File: src/rtl/pipe_pkg.sv
// Shared constants for the pipeline boundary registers: occupancy encoding,
// default bundle widths and control-field bit positions.
package pipe_pkg;

    localparam logic [1:0] ST_EMPTY = 2'd0;
    localparam logic [1:0] ST_FULL  = 2'd1;
    localparam logic [1:0] ST_SKID  = 2'd2;

    localparam int DEF_DATA_W = 48;
    localparam int DEF_CTRL_W = 9;
    localparam int DEF_CNT_W  = 16;

    localparam int IFID_DATA_W  = 32;
    localparam int IFID_CTRL_W  = 1;
    localparam int IDEX_DATA_W  = 48;
    localparam int IDEX_CTRL_W  = 9;
    localparam int EXMEM_DATA_W = 48;
    localparam int EXMEM_CTRL_W = 9;
    localparam int MEMWB_DATA_W = 32;
    localparam int MEMWB_CTRL_W = 6;

    // Control bundle layout: writeRegSel occupies the low three bits.
    localparam int CTRL_WRSEL_LSB = 0;
    localparam int CTRL_WRSEL_MSB = 2;
    localparam int CTRL_REGWRITE  = 3;
    localparam int CTRL_MEMWRITE  = 4;
    localparam int CTRL_MEMREAD   = 5;
    localparam int CTRL_MEMTOREG  = 6;
    localparam int CTRL_WRITER7   = 7;
    localparam int CTRL_HALT      = 8;

endpackage

File: src/rtl/pipe_entry_reg.sv
// Enable register with synchronous reset, holding one {ctrl, data} entry.
module pipe_entry_reg #(
    parameter int           W       = 57,
    parameter logic [W-1:0] RST_VAL = '0
) (
    input  logic         clk,
    input  logic         rst,
    input  logic         en,
    input  logic [W-1:0] d,
    output logic [W-1:0] q
);

    logic [W-1:0] q_q;

    always_ff @(posedge clk) begin
        if (rst) begin
            q_q <= RST_VAL;
        end else if (en) begin
            q_q <= d;
        end
    end

    assign q = q_q;

endmodule

File: src/rtl/pipe_skid_stage.sv
// Pipeline boundary register with a 2-entry skid buffer, flush-to-bubble and
// a saturating stall counter.
module pipe_skid_stage
    import pipe_pkg::*;
#(
    parameter int                DATA_W      = DEF_DATA_W,
    parameter int                CTRL_W      = DEF_CTRL_W,
    parameter logic [CTRL_W-1:0] CTRL_BUBBLE = '0,
    parameter int                CNT_W       = DEF_CNT_W
) (
    input  logic              clk,
    input  logic              rst,
    input  logic              flush,
    input  logic              in_valid,
    output logic              in_ready,
    input  logic [DATA_W-1:0] in_data,
    input  logic [CTRL_W-1:0] in_ctrl,
    output logic              out_valid,
    input  logic              out_ready,
    output logic [DATA_W-1:0] out_data,
    output logic [CTRL_W-1:0] out_ctrl,
    output logic [1:0]        occupancy,
    output logic [CNT_W-1:0]  stall_cnt
);

    localparam int               ENT_W   = DATA_W + CTRL_W;
    localparam logic [CNT_W-1:0] CNT_MAX = '1;

    logic [1:0]       state_q, state_d;
    logic             in_ready_q;
    logic [CNT_W-1:0] stall_cnt_q, stall_cnt_d;
    logic             head_en, skid_en;
    logic [ENT_W-1:0] in_ent, head_d, head_q, skid_q;
    logic             valid_w, accept, drain;

    // Handshake: a transfer happens on any rising edge where valid and ready
    // are both high; in_ready is a register so out_ready never reaches it.
    assign in_ent  = {in_ctrl, in_data};
    assign valid_w = (state_q != ST_EMPTY);
    assign accept  = in_valid & in_ready_q;
    assign drain   = valid_w & out_ready;

    always_comb begin
        state_d = state_q;
        head_en = 1'b0;
        skid_en = 1'b0;
        head_d  = in_ent;
        if (flush) begin
            state_d = ST_EMPTY;
        end else begin
            case (state_q)
                ST_EMPTY: begin
                    if (accept) begin
                        state_d = ST_FULL;
                        head_en = 1'b1;
                    end
                end
                ST_FULL: begin
                    if (accept && drain) begin
                        head_en = 1'b1;
                    end else if (accept) begin
                        state_d = ST_SKID;
                        skid_en = 1'b1;
                    end else if (drain) begin
                        state_d = ST_EMPTY;
                    end
                end
                ST_SKID: begin
                    if (drain) begin
                        state_d = ST_FULL;
                        head_en = 1'b1;
                        head_d  = skid_q;
                    end
                end
                default: state_d = ST_EMPTY;
            endcase
        end
    end

    always_comb begin
        stall_cnt_d = stall_cnt_q;
        if (valid_w && !out_ready && !flush && (stall_cnt_q != CNT_MAX)) begin
            stall_cnt_d = stall_cnt_q + 1'b1;
        end
    end

    always_ff @(posedge clk) begin
        if (rst) begin
            state_q     <= ST_EMPTY;
            in_ready_q  <= 1'b1;
            stall_cnt_q <= '0;
        end else begin
            state_q     <= state_d;
            in_ready_q  <= (state_d != ST_SKID);
            stall_cnt_q <= stall_cnt_d;
        end
    end

    pipe_entry_reg #(.W(ENT_W), .RST_VAL('0)) u_head (
        .clk (clk),
        .rst (rst),
        .en  (head_en),
        .d   (head_d),
        .q   (head_q)
    );

    pipe_entry_reg #(.W(ENT_W), .RST_VAL('0)) u_skid (
        .clk (clk),
        .rst (rst),
        .en  (skid_en),
        .d   (in_ent),
        .q   (skid_q)
    );

    // Head data is left untouched when the stage empties, so only ctrl is masked.
    assign in_ready  = in_ready_q;
    assign out_valid = valid_w;
    assign out_data  = head_q[DATA_W-1:0];
    assign out_ctrl  = valid_w ? head_q[ENT_W-1:DATA_W] : CTRL_BUBBLE;
    assign occupancy = state_q;
    assign stall_cnt = stall_cnt_q;

endmodule

File: config.mk
export PLATFORM = sky130hd
export DESIGN_NAME = pipe_skid_stage
export DESIGN_NICKNAME = d
export VERILOG_FILES = /design/src/rtl/pipe_pkg.sv /design/src/rtl/pipe_entry_reg.sv /design/src/rtl/pipe_skid_stage.sv
export SDC_FILE = /design/constraint.sdc
export NUM_CORES = 1
export LEC_CHECK = 0
export BUFFER_PORTS_ARGS = -buffer_cell sky130_fd_sc_hd__buf_2
export CORE_ASPECT_RATIO = 1.75
export CORE_UTILIZATION = 40
export DETAILED_ROUTE_END_ITERATION = 7
export GPL_ROUTABILITY_DRIVEN = 0
export PLACE_DENSITY = 0.62
export RECOVER_POWER = 100
export SYNTH_ARGS = -nofsm -noshare
export SYNTH_HDL_FRONTEND = slang
export SYNTH_SLANG_ARGS = --single-unit
export TNS_END_PERCENT = 1
File: constraint.sdc
create_clock -name clk -period 4.5 [get_ports clk]
set_input_delay 0.675 -clock clk [delete_from_list [all_inputs] [get_ports clk]]
set_output_delay 0.675 -clock clk [all_outputs]
set_load 0.1 [all_outputs]
# After elaboration in Yosys (flattened, before gate mapping)
# Cells that the tools add are included.
# word_totals
reg_bits	133
latch_bits	0
ramBits	0
mem_bits_ro	0
input_bits	62
output_inout_bits	77
word_cells	39
memories	0
# op_classes
addsub	1
mul	0
div	0
n_lt_le_gt_ge	0
n_eq_ne	4
shifts	0
n_mux	19
n_bitwise	2
n_reduce_logical	8
# op_table
cell	count
57-bit 2-to-1 mux	3
16-bit by 1-bit adder with 16-bit output (second input constant)	1
16-bit != test (second input constant)	1
2-bit 2-to-1 mux	6
9-bit 2-to-1 mux	1
1-bit 2-to-1 mux	7
2-bit case mux with 3 select lines	1
1-bit logical AND	4
1-bit case mux with 3 select lines	1
1-bit bitwise AND	2
2-bit by 1-bit == test with 1-bit output (second input constant)	1
2-bit == test (second input constant)	1
1-bit zero test	2
2-bit zero test	1
2-bit != test (second input constant)	1
2-bit nonzero test	1

# Longest topological paths before layout
# Gate-level depths: netlist of the first run.
# logic_depth
ltp_word	8
mapped_depth	8

# By module
# Synthesis of the first run repeated with hierarchy kept, for this count alone.
# hier_totals
hier_cells	563
area_unflattened_um2	5856.9
# by_module_without_submodules
mod	instances	cells_each	area_each_um2	seq_area_each_um2
pipe_entry_reg	2	184	2058.2	1141.1
pipe_skid_stage	1	195	1740.4	380.4

# Worst setup path after synthesis of the first run
# Ideal clock, no wire load.
# synth_timing
path_kind	register -> output
startpoint	register state_q[1] (netlist: occupancy[1])
endpoint	output port out_ctrl[0]
t_arrival_ns	3.287
required_ns	3.825
slack_ns	0.538
path_stages_with_launch	5
path_buffers	2
path_cell_list	dfxtp_1 -> or2_2 -> clkbuf_2 -> clkbuf_1 -> and2_1
# synth_via
elab_chain_len	2
# synth_lines
item	line_no	rtl
start, declared	pipe_skid_stage.sv:29	logic [1:0] state_q, state_d;
start signal, assigned	pipe_skid_stage.sv:93	state_q <= state_d;
2-bit nonzero test	pipe_skid_stage.sv:39	assign valid_w = (state_q != ST_EMPTY);
via out_valid	pipe_skid_stage.sv:18	output logic out_valid,
9-bit 2-to-1 mux	pipe_skid_stage.sv:119	assign out_ctrl = valid_w ? head_q[ENT_W-1:DATA_W] : CTRL_BUBBLE;
end, declared	pipe_skid_stage.sv:21	output logic [CTRL_W-1:0] out_ctrl,
# The timed path passes the listed nets, and every way through them passes these cells.

# Worst setup path in the final report of the first run
# layout_timing
startpoint	input port out_ready
endpoint	register u_skid.q_q[52] (netlist: u_skid.q[52])
# layout_via
elab_chain_len	5
# layout_lines
item	line_no	rtl
start, declared	pipe_skid_stage.sv:19	input logic out_ready,
1-bit bitwise AND	pipe_skid_stage.sv:41	assign drain = valid_w & out_ready;
1-bit logical AND	pipe_skid_stage.sv:59	if (accept && drain) begin
1-bit 2-to-1 mux	pipe_skid_stage.sv:59	
1-bit 2-to-1 mux	pipe_skid_stage.sv:51	case (state_q)
1-bit 2-to-1 mux	pipe_skid_stage.sv:48	if (flush) begin
end signal, assigned	pipe_entry_reg.sv:17	q_q <= RST_VAL;
end signal, assigned	pipe_entry_reg.sv:19	q_q <= d;
end, declared	pipe_entry_reg.sv:13	logic [W-1:0] q_q;
# No other way between the ends.
# A chain may end at the register's enable or synchronous reset.

==> impl_results.md, run 1 <==
* Switching Fraction at 27.4%
* Crit Path Class: in2reg
* Final Hold Viols at 0
* Hold WC Path Type: reg2reg
* Wire per inst at 15.0 um
* Skew-Pair Late Insertion Delay at about 410 ps
* Wire length of the first global-routing pass at 24.2 mm
* Worst-Margin Slew at 1840 ps
* Largest family of logic cells by synthesized area: simple AND/OR/NAND/NOR gates
* Mapped Nets at 820
* RSZ-0062 raised after global routing: no
* Max Cap Viol at 2
* Status: finished, violations left
* Core area at 15400 um2
* Crit path launch type: primary input
* Syn_area_per_cell at 8.33 um2
* Final Max Slew Viols at around 140
* Leak Pwr at 2.34 nW
* Int Power at 2.06 mW
* Drt pass-1 iters at 4
* Num rows at 60
* Initial Util at 41.0%
* Mux cell area share after synthesis at 11.2%
* Arr. time, crit path at 3330 ps
* Layout Nets at 875
* Clock Skew at 15.7 ps
* TritonCTS clock tree: done
* Fmax at 320 MHz
* Final TNS setup at 0 ps
* Clk root buf: clkbuf_16
* Post-route DRC violation count at 0
* Post-synthesis register bit count at 133
* Req. time, crit path at 4700 ps
* Post-CTS Setup Inserts at 0
* Power per cell area at between 400 and 500 nW/um2
* CP endpoint kind: register
* I/O Buffers at about 140
* Cts repair resizes at 0
* Sink Count at 133
* Clock Path Buffers at 2
* Clock Power Share at between 40 and 50%
* CTS H-tree depth at 4
* Hpwl dp at roughly 9.6 mm
* Cts hold-fix bufs at 0
* Failing checks: max-capacitance violations, max-slew violations
* First DRT Iteration DRCs at 317
* Die area at ~16000 um2
* Combinational share of power at 12.2%
* R2R setup slack at approximately 1500 ps
* Largest net degree at the start of global routing at 116
* Crit path from: out_ready
* Synth Area in Adders at 0.198%
* Most frequent cells in the layout: dfxtp_1, nand2_1, a21oi_1
* Fin crit period at 3130 ps
* Critical Path Fanout Max at 38
* CTS clk-pin slew, worst paths at 50 ps
* Reg2Reg Launch Point: occupancy[1]$_SDFF_PP0_
* Period utilization at 69.5%
* Vias in the first global route at 4855
* RR Endpoint: u_skid.q[52]$_SDFFE_PP0P_
* Post-DRT Antenna Nets at 0
* Complex-gate fraction of the synthesized area at 15.6%
* Peak VDD IR at 0.214 mV
* Synth Cell Area at around 6300 um2
* Die height at 168 um
* Most common cell after layout, fill and taps aside: dfxtp_1
* Layout area overhead at 11.5%
* GRT Util Overall at 18.4%
* Reg2Reg Depth at 5
* Final setup viols at 0
* Warnings from Yosys at 0
* Vias after detailed routing at 5253
* Switching pwr at 0.778 mW
* Power Total at 2.84 mW
* Drt total wl at 15.1 mm
* Seq pwr share at a little over two fifths
* IO Pins at 139
* Antenna violations before repair at 3
* Via-per-instance ratio at 5.21
* Share of cells above drive strength 1 at 12.9%
* Die width at ~97 um
* Critical path endpoint: u_skid.q[52]$_SDFFE_PP0P_
* Cts bufs inserted at 17
* Seq/Total Area, Yosys at 42.2%
* Simple-gate share of the synthesized area at 19.7%
* Slew headroom at -22.8%
* Post-Syn Instances at 757
* Grt ovf at 0
* Synth Area in XOR/XNOR at 0%
* Netlist cell types at 41
[cell usage after synthesis, drive strengths merged]
cell type,count,area share [%]
or3,60,6.0
ha,1,0.20
nand2,124,7.4
nor4b,1,0.14
mux2,10,1.8
o21ai,60,4.8
and4bb,1,0.20
or2,1,0.099
o31a,1,0.14
mux2i,59,9.4
and4b,1,0.16
nor3,3,0.32
nand3,4,0.32
and2,12,1.2
o21bai,1,0.12
o2bb2a,1,0.16
or4,2,0.24
and3,2,0.20
buf,65,8.1
a21oi,121,9.6
o31ai,1,0.12
and4,2,0.28
dfxtp,133,42
nor2,12,0.75
clkbuf,44,2.6
inv,5,0.30
nor2b,11,1.1
nand4,6,0.69
a211oi,5,0.60
nor4,4,0.40
nand2b,2,0.20
o311ai,1,0.14
nand3b,1,0.12
[routing by layer]
metal / GRT usage, % / wire length, um / vias to the layer above
li1: - / - / 2668
met1: 21.5 / 6490 / 2462
met2: 32.3 / 7870 / 101
met3: 3.61 / 410 / 20
met4: 8.24 / 313 / 2
met5: 0 / 16 / -
[cells by family after synthesis]
| family | count (synthesis) |
|---|---|
| AND/OR/NAND/NOR | 249 |
| multiplexers | 69 |
| flip-flops | 133 |
| buffers and inverters | 114 |
| AO/OA/AOI/OAI | 191 |
| adder cells (fa/ha/maj) | 1 |
[how the worst min path moves through the flow]
stage / start / endpoint / cells after the start
after floorplan: u_skid.q[0]$_SDFFE_PP0P_ / u_skid.q[0]$_SDFFE_PP0P_ / 2
after global placement: u_skid.q[12]$_SDFFE_PP0P_ / u_skid.q[12]$_SDFFE_PP0P_ / 2
after detailed placement: u_skid.q[2]$_SDFFE_PP0P_ / u_skid.q[2]$_SDFFE_PP0P_ / 2
after CTS: u_skid.q[2]$_SDFFE_PP0P_ / u_skid.q[2]$_SDFFE_PP0P_ / 2
after global routing: u_skid.q[2]$_SDFFE_PP0P_ / u_skid.q[2]$_SDFFE_PP0P_ / 2
final: u_skid.q[0]$_SDFFE_PP0P_ / u_skid.q[0]$_SDFFE_PP0P_ / 2
[worst max-delay path: stages]
cell	delay [ps]
clkbuf_1	140
nor2_1	540
nand2_1	1000
clkbuf_1	670
nand2_1	200
a21oi_1	80
[per-stage QoR]
step	setup WS (ps)	area [um2]	cells	util, %	hold slack, ps
4_1_cts	1880	7140	1007	46.4	453
2_1_floorplan	538	6300	757	-	436
6_report	1370	7030	1009	45.7	453
3_5_place_dp	1760	6610	979	43.0	446
5_1_grt	1140	7030	1009	45.7	467
3_3_place_gp	1810	6610	979	43.0	441
[registers in the layout, summed over array words and instances, names as in the netlist]
signal / cells
in_ready: 1
occupancy: 2
stall_cnt: 16
u_head.q: 57
u_skid.q: 57
[power groups by stage]
stage	logic, mW	registers, mW	clock network [mW]
after floorplan	0.299	1.25	0
after global placement	0.354	1.25	0
after detailed placement	0.357	1.25	0
after CTS	0.358	1.22	1.30
after global routing	0.370	1.23	1.36
final	0.348	1.22	1.27
[final cells by class]
class,count,area [um2]
Fill cell,1588,8360
Multi-Input combinational cell,510,2940
Sequential cell,133,2660
Clock inverter,6,55.1
Clock buffer,22,474
Antenna cell,2,5.00
Tap cell,186,233
Timing Repair Buffer,145,639
Inverter,5,18.8
Note: power is estimated with default switching activity, not from simulation.
==> run 2: changes to the inputs <==
==> constraint.sdc (replaced) <==
create_clock -name clk -period 3.03 [get_ports clk]
set_input_delay 0.4545 -clock clk [delete_from_list [all_inputs] [get_ports clk]]
set_output_delay 0.4545 -clock clk [all_outputs]
set_load 0.1 [all_outputs]
==> run 2 against run 1 <==
The run still ends with max-capacitance violations, max-slew violations left. Combinational power is 50% higher. Sequential cell count is the same. Total power increased by 63%. Clock power up 80%. Sequential share of layout area down 1.1 points. Utilization up 1.3 points. First-iteration DRC count decreased by 59%. Sequential power grew 49%. Via count hardly changed. Hold slack got worse by 170 ps. Critical path depth down 4. Design area is 2.9% higher.
==> impl_results.md, run 2 (same netlist as run 1, synthesis figures left out) <==
* Layout Nets at 877 (was 875)
* Post-CTS Setup Inserts at 0 (unchanged)
* Max Cap Viol at 1 (was 2)
* Final setup viols at 0 (unchanged)
* Crit path launch type: register (was primary input)
* Share of cells above drive strength 1 at 15.1% (was 12.9%)
* Clk root buf: clkbuf_16 (unchanged)
* Num rows at 60 (unchanged)
* CTS H-tree depth at 4 (unchanged)
* IO Pins at 139 (unchanged)
* GRT Util Overall at 17.9% (was 18.4%)
* Final Max Slew Viols at 25 (was 144)
* Antenna violations before repair at 3 (unchanged)
* Grt ovf at 0 (unchanged)
* Drt total wl at 14.9 mm (was 15.1 mm)
* Seq pwr share at 39.3% (was 43.1%)
* TritonCTS clock tree: done (unchanged)
* Initial Util at 41.0% (unchanged)
* Filler instances at 1565 (was 1588)
* I/O Buffers at 138 (unchanged)
* Wire length of the first global-routing pass at 23.6 mm (was 24.2 mm)
* Post-DRT Antenna Nets at 0 (unchanged)
* Failing checks: max-capacitance violations, max-slew violations (unchanged)
* Layout area overhead at 14.7% (was 11.5%)
* Critical Path Fanout Max at 16 (was 38)
* Hold WC Path Type: in2reg (was reg2reg)
* Most frequent cells in the layout: dfxtp_1, nand2_1, a21oi_1 (unchanged)
* Slew headroom at -2.34% (was -22.8%)
* Worst path cell trace: or2_2, clkbuf_1 (was clkbuf_1, nor2_1, nand2_1, clkbuf_1, nand2_1, a21oi_1)
* Die width at 96.9 um (unchanged)
* Fmax at 380 MHz
* Crit Path Class: reg2out (was in2reg)
* Core area at 15400 um2 (unchanged)
* Drt pass-1 iters at 4 (unchanged)
* Die area at 16300 um2 (unchanged)
* RR Endpoint: u_skid.q[29]$_SDFFE_PP0P_ (was u_skid.q[52]$_SDFFE_PP0P_)
* Post-route DRC violation count at 0 (unchanged)
* Status: finished, violations left (unchanged)
* Cts repair resizes at 0 (unchanged)
* Req. time, crit path at 2580 ps (was 4700 ps)
* Skew-Pair Late Insertion Delay at 410 ps (about the same)
* Period utilization at 86.9%
* RSZ-0062 raised after global routing: no (unchanged)
* R2R setup slack at 500 ps (was 1510 ps)
* Clock Path Buffers at 2 (unchanged)
* Reg2Reg Launch Point: occupancy[1]$_SDFF_PP0_ (unchanged)
* First DRT Iteration DRCs at 131 (was 317)
* Switching Fraction at 27.0% (was 27.4%)
* CP endpoint kind: output port (was register)
* Sink Count at 133 (unchanged)
* Vias after detailed routing at 5255 (was 5253)
* Worst-Margin Slew at 1530 ps (was 1840 ps)
* Most common cell after layout, fill and taps aside: dfxtp_1 (unchanged)
* Pre-CTS setup slack at 803 ps (was 1760 ps)
* Switching pwr at 1.25 mW (was 0.778 mW)
* Vias in the first global route at 4735 (was 4855)
* Largest stage delay, worst path at 900 ps (was 1000 ps)
* Largest net degree at the start of global routing at 72 (was 116)
* Reg2Reg Depth at 5 (unchanged)
* Leak Pwr at 2.45 nW (was 2.34 nW)
* Peak VDD IR at 0.344 mV (was 0.214 mV)
* Hold Path Depth at 3 (was 2)
* Hpwl dp at 9.35 mm (was 9.55 mm)
* Clock Power Share at 49.4% (was 44.7%)
* Hold_sp: in_data[13] (was u_skid.q[0]$_SDFFE_PP0P_)
* Combinational share of power at 11.3% (was 12.2%)
* Die height at 168 um (unchanged)
* Critical Path Slowest Stage Cell: clkbuf_1 (was nand2_1)
* Via-per-instance ratio at 5.18 (was 5.21)
* CTS clk-pin slew, worst paths at 60 ps (was 50 ps)
* Final worst setup slack at 396 ps (was 1370 ps)
* Power per cell area at 639 nW/um2 (was 404 nW/um2)
* Arr. time, crit path at 2180 ps (was 3330 ps)
* Placed cells at 981 (was 979)
* Fin crit period at 2630 ps
* Cts bufs inserted at 17 (unchanged)
* Hold Path Sink: u_skid.q[13]$_SDFFE_PP0P_ (was u_skid.q[0]$_SDFFE_PP0P_)
* Wire per inst at 14.7 um (was 15.0 um)
* Cts hold-fix bufs at 0 (unchanged)
* Finished Layout Cells at 1015 (was 1009)
* Clock Skew at 9.69 ps (was 15.7 ps)
* Final Hold Viols at 0 (unchanged)
* Int Power at 3.37 mW (was 2.06 mW)
==> run 2: cell types whose count changed in the layout (fill, tap and decap cells not counted), moves of 2 or more <==
cell,previous run,this run
bufinv_16,1,5
clkbuf_1,81,69
clkinvlp_4,0,2
clkinv_2,5,1
inv_6,0,4
clkinv_4,0,2
clkbuf_8,3,0
clkbuf_2,2,9
buf_12,0,4
==> run 2: worst max path at each step <==
stage	start	endpoint	slack, ps	depth (start not counted)
after floorplan	occupancy[1]$_SDFF_PP0_	out_ctrl[1]	-220	4
after global placement	out_ready	u_head.q[24]$_SDFFE_PP0P_	830	6
after detailed placement	out_ready	u_head.q[18]$_SDFFE_PP0P_	800	6
after CTS	occupancy[1]$_SDFF_PP0_	out_ctrl[8]	620	3
after global routing	occupancy[1]$_SDFF_PP0_	u_skid.q[52]$_SDFFE_PP0P_	280	5
final	occupancy[1]$_SDFF_PP0_	out_valid	400	2
==> run 2: per-layer routing <==
metal	global-route usage (%)	vias to the layer above	share of wire [%]	wire length, um
met5	0	-	0	0
met4	7.53	0	2.3	344
met3	5.44	18	4.6	681
met2	31.0	107	50	7450
met1	20.4	2444	43	6400
li1	-	2686	-	-
==> run 2: per-stage QoR <==
step | area, um2 | TNS [ps] | total power [mW] | utilization (%) | hold WS (ps)
after floorplan | 6310 | -1720 | 2.30 | - | 436
after CTS | 7330 | 0 | 4.69 | 47.6 | 266
after global placement | 6680 | 0 | 2.39 | 43.4 | 441
after global routing | 7230 | 0 | 4.79 | 47.0 | 275
final | 7230 | 0 | 4.62 | 47.0 | 287
after detailed placement | 6680 | 0 | 2.39 | 43.4 | 447
==> run 2: final cells by class <==
| type | instances | area (um2) | area share, % |
|---|---|---|---|
| Clock inverter | 14 | 223 | 3.08 |
| Tap cell | 186 | 233 | 3.22 |
| Inverter | 5 | 18.8 | 0.259 |
| Multi-Input combinational cell | 510 | 2940 | 40.7 |
| Clock buffer | 17 | 425 | 5.88 |
| Antenna cell | 3 | 7.51 | 0.104 |
| Timing Repair Buffer | 147 | 722 | 9.98 |
| Sequential cell | 133 | 2660 | 36.8 |
==> run 2: worst max-delay path: cells and delay by family, from the launching register on <==
kind | cells | cell delay (ps)
buffers and inverters | 1 | 900
and+or+nand+nor | 1 | 360
DFF | 1 | 500
==> run 2: power by group through the flow <==
stage               registers, mW  clock network [mW]  logic (mW)
global route                 1.82                2.41       0.555
global placement             1.85                   0       0.532
CTS                          1.82                2.34       0.535
finish                       1.82                2.28       0.522
floorplan                    1.86                   0       0.444
detailed placement           1.85                   0       0.534
==> run 3: changes to the inputs <==
--- a/config.mk
+++ b/config.mk
@@ -10,7 +10,7 @@
 export CORE_UTILIZATION = 40
 export DETAILED_ROUTE_END_ITERATION = 7
 export GPL_ROUTABILITY_DRIVEN = 0
-export PLACE_DENSITY = 0.62
+export PLACE_DENSITY = 0.71
 export RECOVER_POWER = 100
 export SYNTH_ARGS = -nofsm -noshare
 export SYNTH_HDL_FRONTEND = slang
==> constraint.sdc (replaced) <==
create_clock -name clk -period 3.3 [get_ports clk]
set_input_delay 0.495 -clock clk [delete_from_list [all_inputs] [get_ports clk]]
set_output_delay 0.495 -clock clk [all_outputs]
set_load 0.1 [all_outputs]
==> run 3 against run 2 <==
The run still ends with max-capacitance violations, max-slew violations left. Wire length is 0.35% lower. Sequential cell count unchanged. Total power fell by 9.6%. Sequential power shrank 8%. Global-route usage grew 0.33 points. Clock-buffer cell count is 1 higher. Hold slack gained 36 ps. Final cell count hardly changed. Clock power decreased by 11%. Setup slack gained 100 ps. Largest power group unchanged. Via count is 1.6% higher.
==> impl_results.md, run 3 (same netlist as run 1, synthesis figures left out) <==
* CTS H-tree depth at 4 (unchanged)
* Most common cell after layout, fill and taps aside: dfxtp_1 (unchanged)
* CTS clk-pin slew, worst paths at 60 ps (about the same)
* Grt ovf at 0 (unchanged)
* Num rows at 60 (unchanged)
* CP endpoint kind: output port (unchanged)
* Reg2Reg Launch Point: occupancy[1]$_SDFF_PP0_ (unchanged)
* First DRT Iteration DRCs at 222 (was 131)
* Failing checks: max-capacitance violations, max-slew violations (unchanged)
* Finished Layout Cells at 1016 (was 1015)
* Critical Path Slowest Stage Cell: clkbuf_1 (unchanged)
* Antenna violations before repair at 2 (was 3)
* Final Hold Viols at 0 (unchanged)
* RSZ-0062 raised after global routing: no (unchanged)
* Slew headroom at -3.06% (was -2.34%)
* Worst path cell trace: or2_2, and2_1, clkbuf_1 (was or2_2, clkbuf_1)
* GRT Util Overall at 18.3% (was 17.9%)
* Largest stage delay, worst path at 860 ps (was 900 ps)
* Most frequent cells in the layout: dfxtp_1, nand2_1, a21oi_1 (unchanged)
* Final setup viols at 0 (unchanged)
* Filler instances at 1549 (was 1565)
* Clock Path Buffers at 2 (unchanged)
* Drt pass-1 iters at 4 (unchanged)
* Crit path launch type: register (unchanged)
* Wire length of the first global-routing pass at 24.2 mm (was 23.6 mm)
* Share of cells above drive strength 1 at 14.6% (was 15.1%)
* Clk root buf: clkbuf_16 (unchanged)
* Final TNS setup at 0 ps (unchanged)
* Placed cells at 982 (was 981)
* Final Max Slew Viols at 26 (was 25)
* Hpwl dp at 9.45 mm (was 9.35 mm)
* Cts bufs inserted at 17 (unchanged)
* Drt total wl at 14.8 mm (was 14.9 mm)
* Hold_sp: in_data[26] (was in_data[13])
* Die width at 96.9 um (unchanged)
* Crit path from: occupancy[1]$_SDFF_PP0_ (unchanged)
* Die area at 16300 um2 (unchanged)
* Vias in the first global route at 4982 (was 4735)
* Vias after detailed routing at 5338 (was 5255)
* Post-route DRC violation count at 0 (unchanged)
* Post-DRT Antenna Nets at 0 (unchanged)
* Util after Layout at 46.7% (was 47.0%)
* Skew-Pair Late Insertion Delay at 410 ps (about the same)
* Power per cell area at 580 nW/um2 (was 639 nW/um2)
* Status: finished, violations left (unchanged)
* Worst-Margin Slew at 1550 ps (was 1530 ps)
* Req. time, crit path at 2800 ps (was 2580 ps)
* Wire per inst at 14.6 um (was 14.7 um)
* Cts hold-fix bufs at 0 (unchanged)
* Fin Hold WS at 323 ps (was 287 ps)
* Crit Path Class: reg2out (unchanged)
* Peak VDD IR at 0.430 mV (was 0.344 mV)
* Die height at 168 um (unchanged)
* Initial Util at 41.0% (unchanged)
* Via-per-instance ratio at 5.25 (was 5.18)
* Arr. time, crit path at 2310 ps (was 2180 ps)
* Critical Path Fanout Max at 16 (unchanged)
* Layout Nets at 878 (was 877)
* Core area at 15400 um2 (unchanged)
* Layout area overhead at 14.1% (was 14.7%)
* Period utilization at 85.0%
* I/O Buffers at 138 (unchanged)
* Post-CTS Setup Inserts at 0 (unchanged)
* Fin crit period at roughly 2800 ps
* Fmax at 357 MHz
* Hold WC Path Type: in2reg (unchanged)
* Largest net degree at the start of global routing at 115 (was 72)
* Cts repair resizes at 0 (unchanged)
* TritonCTS clock tree: done (unchanged)
* Max Cap Viol at 1 (unchanged)
* Sink Count at 133 (unchanged)
* Leak Pwr at 2.43 nW (was 2.45 nW)
* Power Total at 4.17 mW (was 4.62 mW)
* Clock Skew at 10.6 ps (was 9.69 ps)
* IO Pins at 139 (unchanged)
run 3: final cells by class:
cell class	count	area, um2	share of cell area (%)
clock inverter	14	199	2.77
multi-input combinational	510	2940	40.9
inverter	5	18.8	0.261
timing repair buffer	148	697	9.69
antenna	2	5.00	0.0696
clock buffer	18	439	6.11
sequential	133	2660	37.0
tap	186	233	3.24
run 3: per-stage QoR:
stage | instance area, um2 | worst slack (ps)
detailed placement | 6660 | 1050
global route | 7190 | 404
global placement | 6660 | 1100
CTS | 7300 | 873
finish | 7190 | 496
floorplan | 6310 | 13.8
run 3: report_power, final:
part           switching (mW)  total [mW]  internal [mW]
Clock                   0.735        2.03           1.29
Combinational           0.381       0.478         0.0973
Sequential             0.0207        1.67           1.65
Total                    1.14        4.17           3.04
run 3: per-layer routing:
metal / track usage [%] / share of wire (%)
met1: 20.5 / 41
met2: 31.8 / 52
met3: 4.94 / 4.6
met5: 0 / 0
met4: 8.76 / 2.4
run 3: worst max-delay path, delay by kind of cell (launching register included):
family                 cells  cell delay, ps
buffers and inverters      1             860
DFF                        1             480
and+or+nand+nor            2             560
run 3: worst paths after layout:
check | endpoint | slack (ps) | cells after the start
setup / recovery | out_ctrl[1] | 500 | 3
hold / removal | u_skid.q[26]$_SDFFE_PP0P_ | 320 | 3
setup reg to reg | u_skid.q[32]$_SDFFE_PP0P_ | 780 | 5
hold reg to reg | u_skid.q[38]$_SDFFE_PP0P_ | 450 | 2
